[src/rtl/io_port_ctrl_pkg.sv]
// rtl/io_port_ctrl_pkg.sv - shared FSM, op and address definitions for the GPIO port front end
package io_port_ctrl_pkg;

  typedef enum logic {
    ST_IDLE   = 1'b0,
    ST_RMW_WR = 1'b1
  } state_t;

  typedef enum logic {
    OP_SBI = 1'b0,
    OP_CBI = 1'b1
  } op_t;

  typedef enum logic [1:0] {
    TGT_PIN  = 2'd0,
    TGT_DDR  = 2'd1,
    TGT_PORT = 2'd2
  } tgt_t;

  localparam logic [5:0] PORTB_PIN_ADR  = 6'h03;
  localparam logic [5:0] PORTB_DDR_ADR  = 6'h04;
  localparam logic [5:0] PORTB_PORT_ADR = 6'h05;
  localparam logic [5:0] PORTC_PIN_ADR  = 6'h06;
  localparam logic [5:0] PORTC_DDR_ADR  = 6'h07;
  localparam logic [5:0] PORTC_PORT_ADR = 6'h08;
  localparam logic [5:0] PORTD_PIN_ADR  = 6'h09;
  localparam logic [5:0] PORTD_DDR_ADR  = 6'h0A;
  localparam logic [5:0] PORTD_PORT_ADR = 6'h0B;
  localparam logic [5:0] PORTE_PIN_ADR  = 6'h0C;
  localparam logic [5:0] PORTE_DDR_ADR  = 6'h0D;
  localparam logic [5:0] PORTE_PORT_ADR = 6'h0E;

  function automatic logic [7:0] bit_onehot(input logic [2:0] n);
    return 8'h01 << n;
  endfunction

endpackage

[src/rtl/io_port_ctrl_sync2.sv]
// rtl/io_port_ctrl_sync2.sv - two-flop pad synchroniser, async reset to 0
module io_sync2 #(
  parameter int W = 8
) (
  input  logic         clk,
  input  logic         nrst,
  input  logic [W-1:0] d,
  output logic [W-1:0] q
);

  logic [W-1:0] meta;

  always_ff @(posedge clk or negedge nrst) begin
    if (!nrst) begin
      meta <= '0;
      q    <= '0;
    end else begin
      meta <= d;
      q    <= meta;
    end
  end

endmodule

[src/rtl/io_port_ctrl.sv]
// rtl/io_port_ctrl.sv - GPIO port I/O-bus decode, SBI/CBI read-modify-write, pin sync
// PORT_PCINT_EN adds the pin-change pulse output pc_event.
module io_port_ctrl
  import io_port_ctrl_pkg::*;
#(
  parameter logic [5:0] p_pin_adr   = 6'h03,
  parameter logic [5:0] p_ddr_adr   = 6'h04,
  parameter logic [5:0] p_port_adr  = 6'h05,
  parameter logic [7:0] p_impl_mask = 8'hFF
) (
  input  logic       clk,
  input  logic       nrst,
  input  logic [5:0] adr,
  input  logic       iore,
  input  logic       iowe,
  input  logic       sbi,
  input  logic       cbi,
  input  logic [2:0] bitnum,
  input  logic [7:0] dbus_in,
  output logic [7:0] dbus_out,
  output logic       out_en,
  output logic       io_stall,
  input  logic [7:0] ddr_rdata,
  input  logic [7:0] port_rdata,
  output logic [7:0] ddr_wdata,
  output logic       ddr_wbe,
  output logic [7:0] port_wdata,
  output logic       port_wbe,
  output logic       port_tog,
  input  logic [7:0] pins,
  output logic [7:0] pc_event
);

  logic [7:0] pin_sync;

  io_sync2 #(.W(8)) u_sync (
    .clk  (clk),
    .nrst (nrst),
    .d    (pins),
    .q    (pin_sync)
  );

  state_t     state, state_nxt;
  op_t        held_op;
  tgt_t       held_tgt;
  logic [7:0] held_val;
  logic [2:0] held_bit;

  logic       hit_pin, hit_ddr, hit_port, any_hit;
  logic       rmw_req;
  tgt_t       req_tgt;
  logic [7:0] req_val;
  logic [7:0] onehot;
  logic [7:0] rmw_val;
  logic [7:0] wr_data;

  assign hit_pin  = (adr == p_pin_adr);
  assign hit_ddr  = (adr == p_ddr_adr);
  assign hit_port = (adr == p_port_adr);
  assign any_hit  = hit_pin | hit_ddr | hit_port;
  assign wr_data  = dbus_in & p_impl_mask;

  // sbi and cbi together cancel each other; an OUT in the same cycle takes priority
  assign rmw_req = (state == ST_IDLE) && !iowe && (sbi ^ cbi) && any_hit;

  always_comb begin
    req_tgt = TGT_PIN;
    req_val = pin_sync;
    if (hit_ddr) begin
      req_tgt = TGT_DDR;
      req_val = ddr_rdata;
    end else if (hit_port) begin
      req_tgt = TGT_PORT;
      req_val = port_rdata;
    end
  end

  always_ff @(posedge clk or negedge nrst) begin
    if (!nrst) begin
      state    <= ST_IDLE;
      held_op  <= OP_SBI;
      held_tgt <= TGT_PIN;
      held_val <= 8'h00;
      held_bit <= 3'd0;
    end else begin
      state <= state_nxt;
      if (rmw_req) begin
        held_op  <= sbi ? OP_SBI : OP_CBI;
        held_tgt <= req_tgt;
        held_val <= req_val;
        held_bit <= bitnum;
      end
    end
  end

  assign onehot  = bit_onehot(held_bit);
  assign rmw_val = ((held_op == OP_SBI) ? (held_val | onehot) : (held_val & ~onehot)) & p_impl_mask;

  always_comb begin
    state_nxt  = state;
    io_stall   = 1'b0;
    ddr_wbe    = 1'b0;
    ddr_wdata  = 8'h00;
    port_wbe   = 1'b0;
    port_tog   = 1'b0;
    port_wdata = 8'h00;
    case (state)
      ST_IDLE: begin
        if (iowe && any_hit) begin
          if (hit_ddr) begin
            ddr_wbe   = 1'b1;
            ddr_wdata = wr_data;
          end else if (hit_port) begin
            port_wbe   = 1'b1;
            port_wdata = wr_data;
          end else begin
            port_tog   = 1'b1;
            port_wdata = wr_data;
          end
        end else if (rmw_req) begin
          io_stall  = 1'b1;
          state_nxt = ST_RMW_WR;
        end
      end
      ST_RMW_WR: begin
        state_nxt = ST_IDLE;
        case (held_tgt)
          TGT_DDR: begin
            ddr_wbe   = 1'b1;
            ddr_wdata = rmw_val;
          end
          TGT_PORT: begin
            port_wbe   = 1'b1;
            port_wdata = rmw_val;
          end
          default: begin
            // writing 1 to PINx toggles; a CBI on PINx has nothing to do
            if (held_op == OP_SBI) begin
              port_tog   = 1'b1;
              port_wdata = onehot & p_impl_mask;
            end
          end
        endcase
      end
      default: state_nxt = ST_IDLE;
    endcase
  end

  always_comb begin
    out_en   = iore & any_hit;
    dbus_out = 8'h00;
    if (iore) begin
      if (hit_ddr)       dbus_out = ddr_rdata & p_impl_mask;
      else if (hit_port) dbus_out = port_rdata & p_impl_mask;
      else if (hit_pin)  dbus_out = pin_sync & p_impl_mask;
    end
  end

`ifdef PORT_PCINT_EN
  logic [7:0] pin_prev;

  always_ff @(posedge clk or negedge nrst) begin
    if (!nrst) begin
      pin_prev <= 8'h00;
      pc_event <= 8'h00;
    end else begin
      pin_prev <= pin_sync;
      pc_event <= (pin_sync ^ pin_prev) & p_impl_mask;
    end
  end
`else
  assign pc_event = 8'h00;
`endif

endmodule

[config.mk]
export PLATFORM = sky130hd
export DESIGN_NAME = io_port_ctrl
export DESIGN_NICKNAME = d
export VERILOG_FILES = /design/src/rtl/io_port_ctrl_pkg.sv /design/src/rtl/io_port_ctrl_sync2.sv /design/src/rtl/io_port_ctrl.sv
export SDC_FILE = /design/constraint.sdc
export NUM_CORES = 1
export LEC_CHECK = 0
export ABC_AREA = 1
export BUFFER_PORTS_ARGS = -buffer_cell sky130_fd_sc_hd__clkbuf_2
export CAP_MARGIN = 10
export CORE_MARGIN = 1
export CORE_UTILIZATION = 44
export DETAILED_ROUTE_END_ITERATION = 6
export PLACE_DENSITY = 0.82
export SLEW_MARGIN = 0
export SYNTH_ARGS = -nofsm -noshare
export SYNTH_HDL_FRONTEND = slang
export SYNTH_SLANG_ARGS = --single-unit
[constraint.sdc]
create_clock -name clk -period 1.5 [get_ports clk]
set_input_delay 0 -clock clk [delete_from_list [all_inputs] [get_ports clk]]
set_output_delay 0 -clock clk [all_outputs]
set_load 0.01 [all_outputs]
# ---- Word-level counts from Yosys, hierarchy flattened
# Cells that the tools add are included.
dict set report word_totals {
  register_bits 31
  in_bits 47
  elab_cells 65
}
dict set report op_classes {
  n_eq_ne 5
  shift 1
  mux 38
  bitwise 8
  n_reduce_logical 6
}
# cell count
set op_table {}
lappend op_table {{$mux 8} 13}
lappend op_table {{$pmux 8 s2} 3}
lappend op_table {{$mux 1} 16}
lappend op_table {{$eq 6x3->1 const B} 2}
lappend op_table {{$and 8x8->8} 1}
lappend op_table {{$not 8->8} 1}
lappend op_table {{$or 8x8->8} 1}
lappend op_table {{$pmux 1 s2} 4}
lappend op_table {{$shl 1x3->8 const A} 1}
lappend op_table {{$eq 6x2->1 const B} 1}
lappend op_table {{$logic_and 1x1->1} 4}
lappend op_table {{$mux 2} 2}
lappend op_table {{$eq 2x1->1 const B} 1}
lappend op_table {{$eq 2x2->1 const B} 1}
lappend op_table {{$or 1x1->1} 2}
lappend op_table {{$reduce_or 2->1} 1}
lappend op_table {{$and 1x1->1} 1}
lappend op_table {{$logic_not 1->1} 1}
lappend op_table {{$not 1->1} 1}
lappend op_table {{$xor 1x1->1} 1}

# ---- Logic depth before layout (Yosys ltp)
dict set report depth {
  depth_word 7
  ltp_mapped 9
  mapped_depth_nobuf 9
}

# ---- Modules after synthesis
# From an unflattened synthesis, not the netlist that was laid out.
dict set report unflattened {
  cells_unflattened 298
  area_unflattened_um2 2030.7
}
# module instances cells_per_inst area_per_inst_um2 seq_area_each_um2
set modules_own_cells {}
lappend modules_own_cells {io_port_ctrl 1 282 1630.3 375.4}
lappend modules_own_cells {io_sync2 1 16 400.4 400.4}

# ---- Worst setup path before layout
# No wires, ideal clock.
dict set report synth_path {
  kind {reg-to-output}
  start {register held_tgt[0]}
  end {output port port_wdata[4]}
  arrival_ns 1.135
  path_slack_ns 0.365
  path_stages_with_launch 8
  n_path_buf 0
  cell_sequence {dfrtp_1 -> inv_1 -> ha_1 -> nor2_1 -> inv_1 -> o21ai_0 -> nand3_1 -> o21ai_1}
}
dict set report synth_between {
  elab_chain_len 3
}
# item line_no
set synth_lines {}
lappend synth_lines {{start, declared} io_port_ctrl.sv:45} ;# tgt_t held_tgt;
lappend synth_lines {{start signal, assigned} io_port_ctrl.sv:89} ;# held_tgt <= req_tgt;
lappend synth_lines {{$eq 2x2->1 or $eq 2x1->1 (tied branches)} io_port_ctrl.sv:127} ;# case (held_tgt)
lappend synth_lines {{$pmux 8 s2 (*)} io_port_ctrl.sv:127}
lappend synth_lines {{$pmux 8 s2 (*)} io_port_ctrl.sv:107} ;# case (state)
lappend synth_lines {{end, declared} io_port_ctrl.sv:27} ;# output logic [7:0] port_wdata,
# Mark *: on every way between the ends. The rest lies on a longest branch, timed or not.

# ---- Worst setup path in the final report
# Ends and elaborated chain as after synthesis.

==> flow_metrics.tcl <==
set metrics [dict create \
    synth_top_family_by_area "simple AND/OR/NAND/NOR gates" \
    synth_compound_area_share_pct 10.75 \
    cp_common_cell "o21ai_1" \
    numClockSinks 31 \
    first_iter_violations 120 \
    fin_util_pct 63.61 \
    synth_xor_area_share_pct 0.4250 \
    start_util_pct 46.68 \
    syn_area_per_cell_um2 7.009 \
    num_rows 24 \
    syn-cell-area_um2 2061 \
    cts_tree "built" \
    wire_per_inst_um 12.03 \
    finalSetupViolations 7 \
    end_kind "output pin" \
    period_share_pct 102.3 \
    postPlaceCellArea_um2 2465 \
    layout_common_cells "nand2_1, clkbuf_2, nand3_1, dfrtp_1, o21ai_1" \
    grt_max_degree 32 \
    setup_tns_ns -0.1717 \
    crit_chain "inv_2 -> ha_4 -> nor2_4 -> inv_4 -> o21ai_1 -> nand3_1 -> o21ai_1 -> buf_2" \
    p_leak_nw 1.538 \
    synthDistinctLibCells 27 \
    rsz0062_at_grt "yes" \
    crit_family "flip-flops" \
    slowest_stage "dfrtp_1" \
    ir_worst_vdd_mv 0.6440 \
    hp-class "in2reg" \
    status "finished with violations" \
    coreArea_um2 4414 \
    clk_latency_ns 0.28 \
    dieArea_um2 4961 \
    power_density_nw_per_um2 930.7 \
    vias_per_cell 5.027 \
    worstPathArrival_ns 1.54 \
    setup_slack_ns -0.03511 \
    fin_worst_skew_ns 0.001972 \
    clk_pin_slew_ns 0.06 \
    synth_top_area_share_pct 37.64 \
    grtUsageTotal_pct 22.01 \
    relSlewSlack_pct 51.55 \
    synthTopCellsByArea "dfrtp_1, nand2_1, nand3_1" \
    yosysSeqAreaShare_pct 37.64 \
    drv_cap 0 \
    yosys.area_share.adder_pct 1.214 \
    die_w_um 70.44 \
    hold_viol 0 \
    power_mw 2.613 \
    numCtsBuffers 5 \
    syn2layout_area_growth_pct 36.25 \
    crit_path_max_incr_delay_ns 0.39 \
    fin_crit_ns 1.535 \
    slew_violations 0 \
    final_common_cell "nand2_1" \
    cts-root-buf "clkbuf_8" \
    vias 2232 \
    grt_pass1_vias 2074 \
    r2r_start "state" \
    critPathLaunch "held_tgt[0]" \
    gp_congestion 0.9381 \
    diodes 0 \
    h-tree-depth 2 \
    worst-path-buf-inv 3 \
    synthCells 294 \
    antenna_found_initial 0 \
    gr-total-overflow 0 \
    drc_errors 0 \
    fin_area_um2 2808 \
    final_cell_count_no_fill 444 \
    synth_seq_cells 31 \
    layout-drive-gt1-share_pct 36.22 \
    worstHoldStart "bitnum[0]" \
    worstPathMaxFanout 8 \
    synth.mux.area_fraction_pct 0 \
    drt_first_pass_iters 4 \
    io_buffers 75 \
    grt_pass1_wl_um 8783 \
    synth_warnings 0 \
    violations "negative setup slack" \
    fp.dieH_um 70.44 \
    max_freq_mhz 651.4 \
    synth_area_leader_cell "dfrtp_1" \
    dp_hpwl_um 4004 \
    start_kind "register" \
    ioPinCount 84 \
    placedCellCount 419 \
    worstPathRequired_ns 1.50 \
    num-nets-final 440 \
    clockBufferDepth 2 \
    final_antenna_net_count 0 \
    tightest_slew_ns 0.7267 \
    yosys.area_share.simple_pct 37.10 \
    criticalPathCategory "reg2out" \
    wirelength_um 5340 \
]
-- through the flow --
| stage | hold slack (ns) | setup slack (ns) |
|---|---|---|
| floorplan | -0.2956 | 0.3649 |
| global placement | 0.08679 | 0.1738 |
| detailed placement | 0.09135 | 0.1840 |
| CTS | 0.002551 | -0.09976 |
| global route | 0.05812 | -0.1269 |
| finish | 0.01738 | -0.03511 |
-- power by group --
group | internal [mW] | switching [mW] | total (mW)
sequential | 0.952 | 0.108 | 1.06
clock | 0.418 | 0.284 | 0.702
combinational | 0.358 | 0.493 | 0.851
-- tightest hold or removal path: stages --
cell	delay [ns]
clkbuf_2	0.08
nand2_1	0.06
o21ai_0	0.11
-- sequential cells by signal (all words and copies together), names as in the netlist --
register     cells
held_val         8
held_bit         3
held_op          1
u_sync.meta      8
state            1
held_tgt         2
u_sync.q         8
-- Yosys cell counts --
| library cell | count |
|---|---|
| dfrtp_1 | 31 |
| o21ai_1 | 14 |
| clkinv_1 | 1 |
| a21oi_4 | 1 |
| buf_12 | 1 |
| nor2_1 | 8 |
| nand4_1 | 5 |
| clkbuf_1 | 3 |
| nand2_1 | 95 |
| inv_1 | 33 |
| nand3b_1 | 1 |
| o31ai_1 | 1 |
| inv_2 | 3 |
| ha_1 | 2 |
| nand2_2 | 4 |
| buf_6 | 1 |
| buf_2 | 4 |
| buf_4 | 8 |
| nor3_1 | 7 |
| nor2_4 | 1 |
| conb_1 | 1 |
| or2_2 | 6 |
| a21boi_0 | 1 |
| o21ai_0 | 24 |
| xor2_1 | 1 |
| nand3_1 | 28 |
| nand3_2 | 9 |
-- per-layer routing --
metal,up-vias,routed length [um],GRT usage (%)
li1,1121,-,-
met2,85,2738,39.15
met4,0,112,8.889
met3,11,309,3.608
met1,1015,2180,26.11
met5,-,0,0
-- final cells by class --
cell class                      count  area, um2
Timing Repair Buffer              100      600.6
Clock buffer                        8      100.1
Sequential cell                    31      779.5
Tap cell                           52      65.06
Multi-Input combinational cell    216       1117
Inverter                           37      145.1
Fill cell                         419       1607
-- kinds of logic after synthesis --
| kind of cell | after synthesis |
|---|---|
| AND/OR/NAND/NOR | 164 |
| buffers and inverters | 54 |
| AO/OA/AOI/OAI | 41 |
| flip-flops | 31 |
| adder cells (fa/ha/maj) | 2 |
| XOR/XNOR | 1 |
| other | 1 |
-- timing repair --
item	in CTS	in global routing
gates resized for setup	13	43
endpoints found under the setup margin	15	17
pin swaps	5	3
hold buffers	12	0
hold endpoints to repair	42	0
setup buffers	1	4
-- final timing paths --
check | to | cells after the start | slack, ns
setup / recovery | port_wdata[4] | 8 | -0.04
hold / removal | held_bit[0] | 3 | 0.02
setup reg to reg | held_bit[0] | 6 | 0.23
hold reg to reg | u_sync.q[1] | 0 | 0.35
max in group asynchronous | held_bit[1] | 2 | 0.66
min in group asynchronous | u_sync.meta[6] | 2 | 0.33
Power figures use the tool's default switching activity.
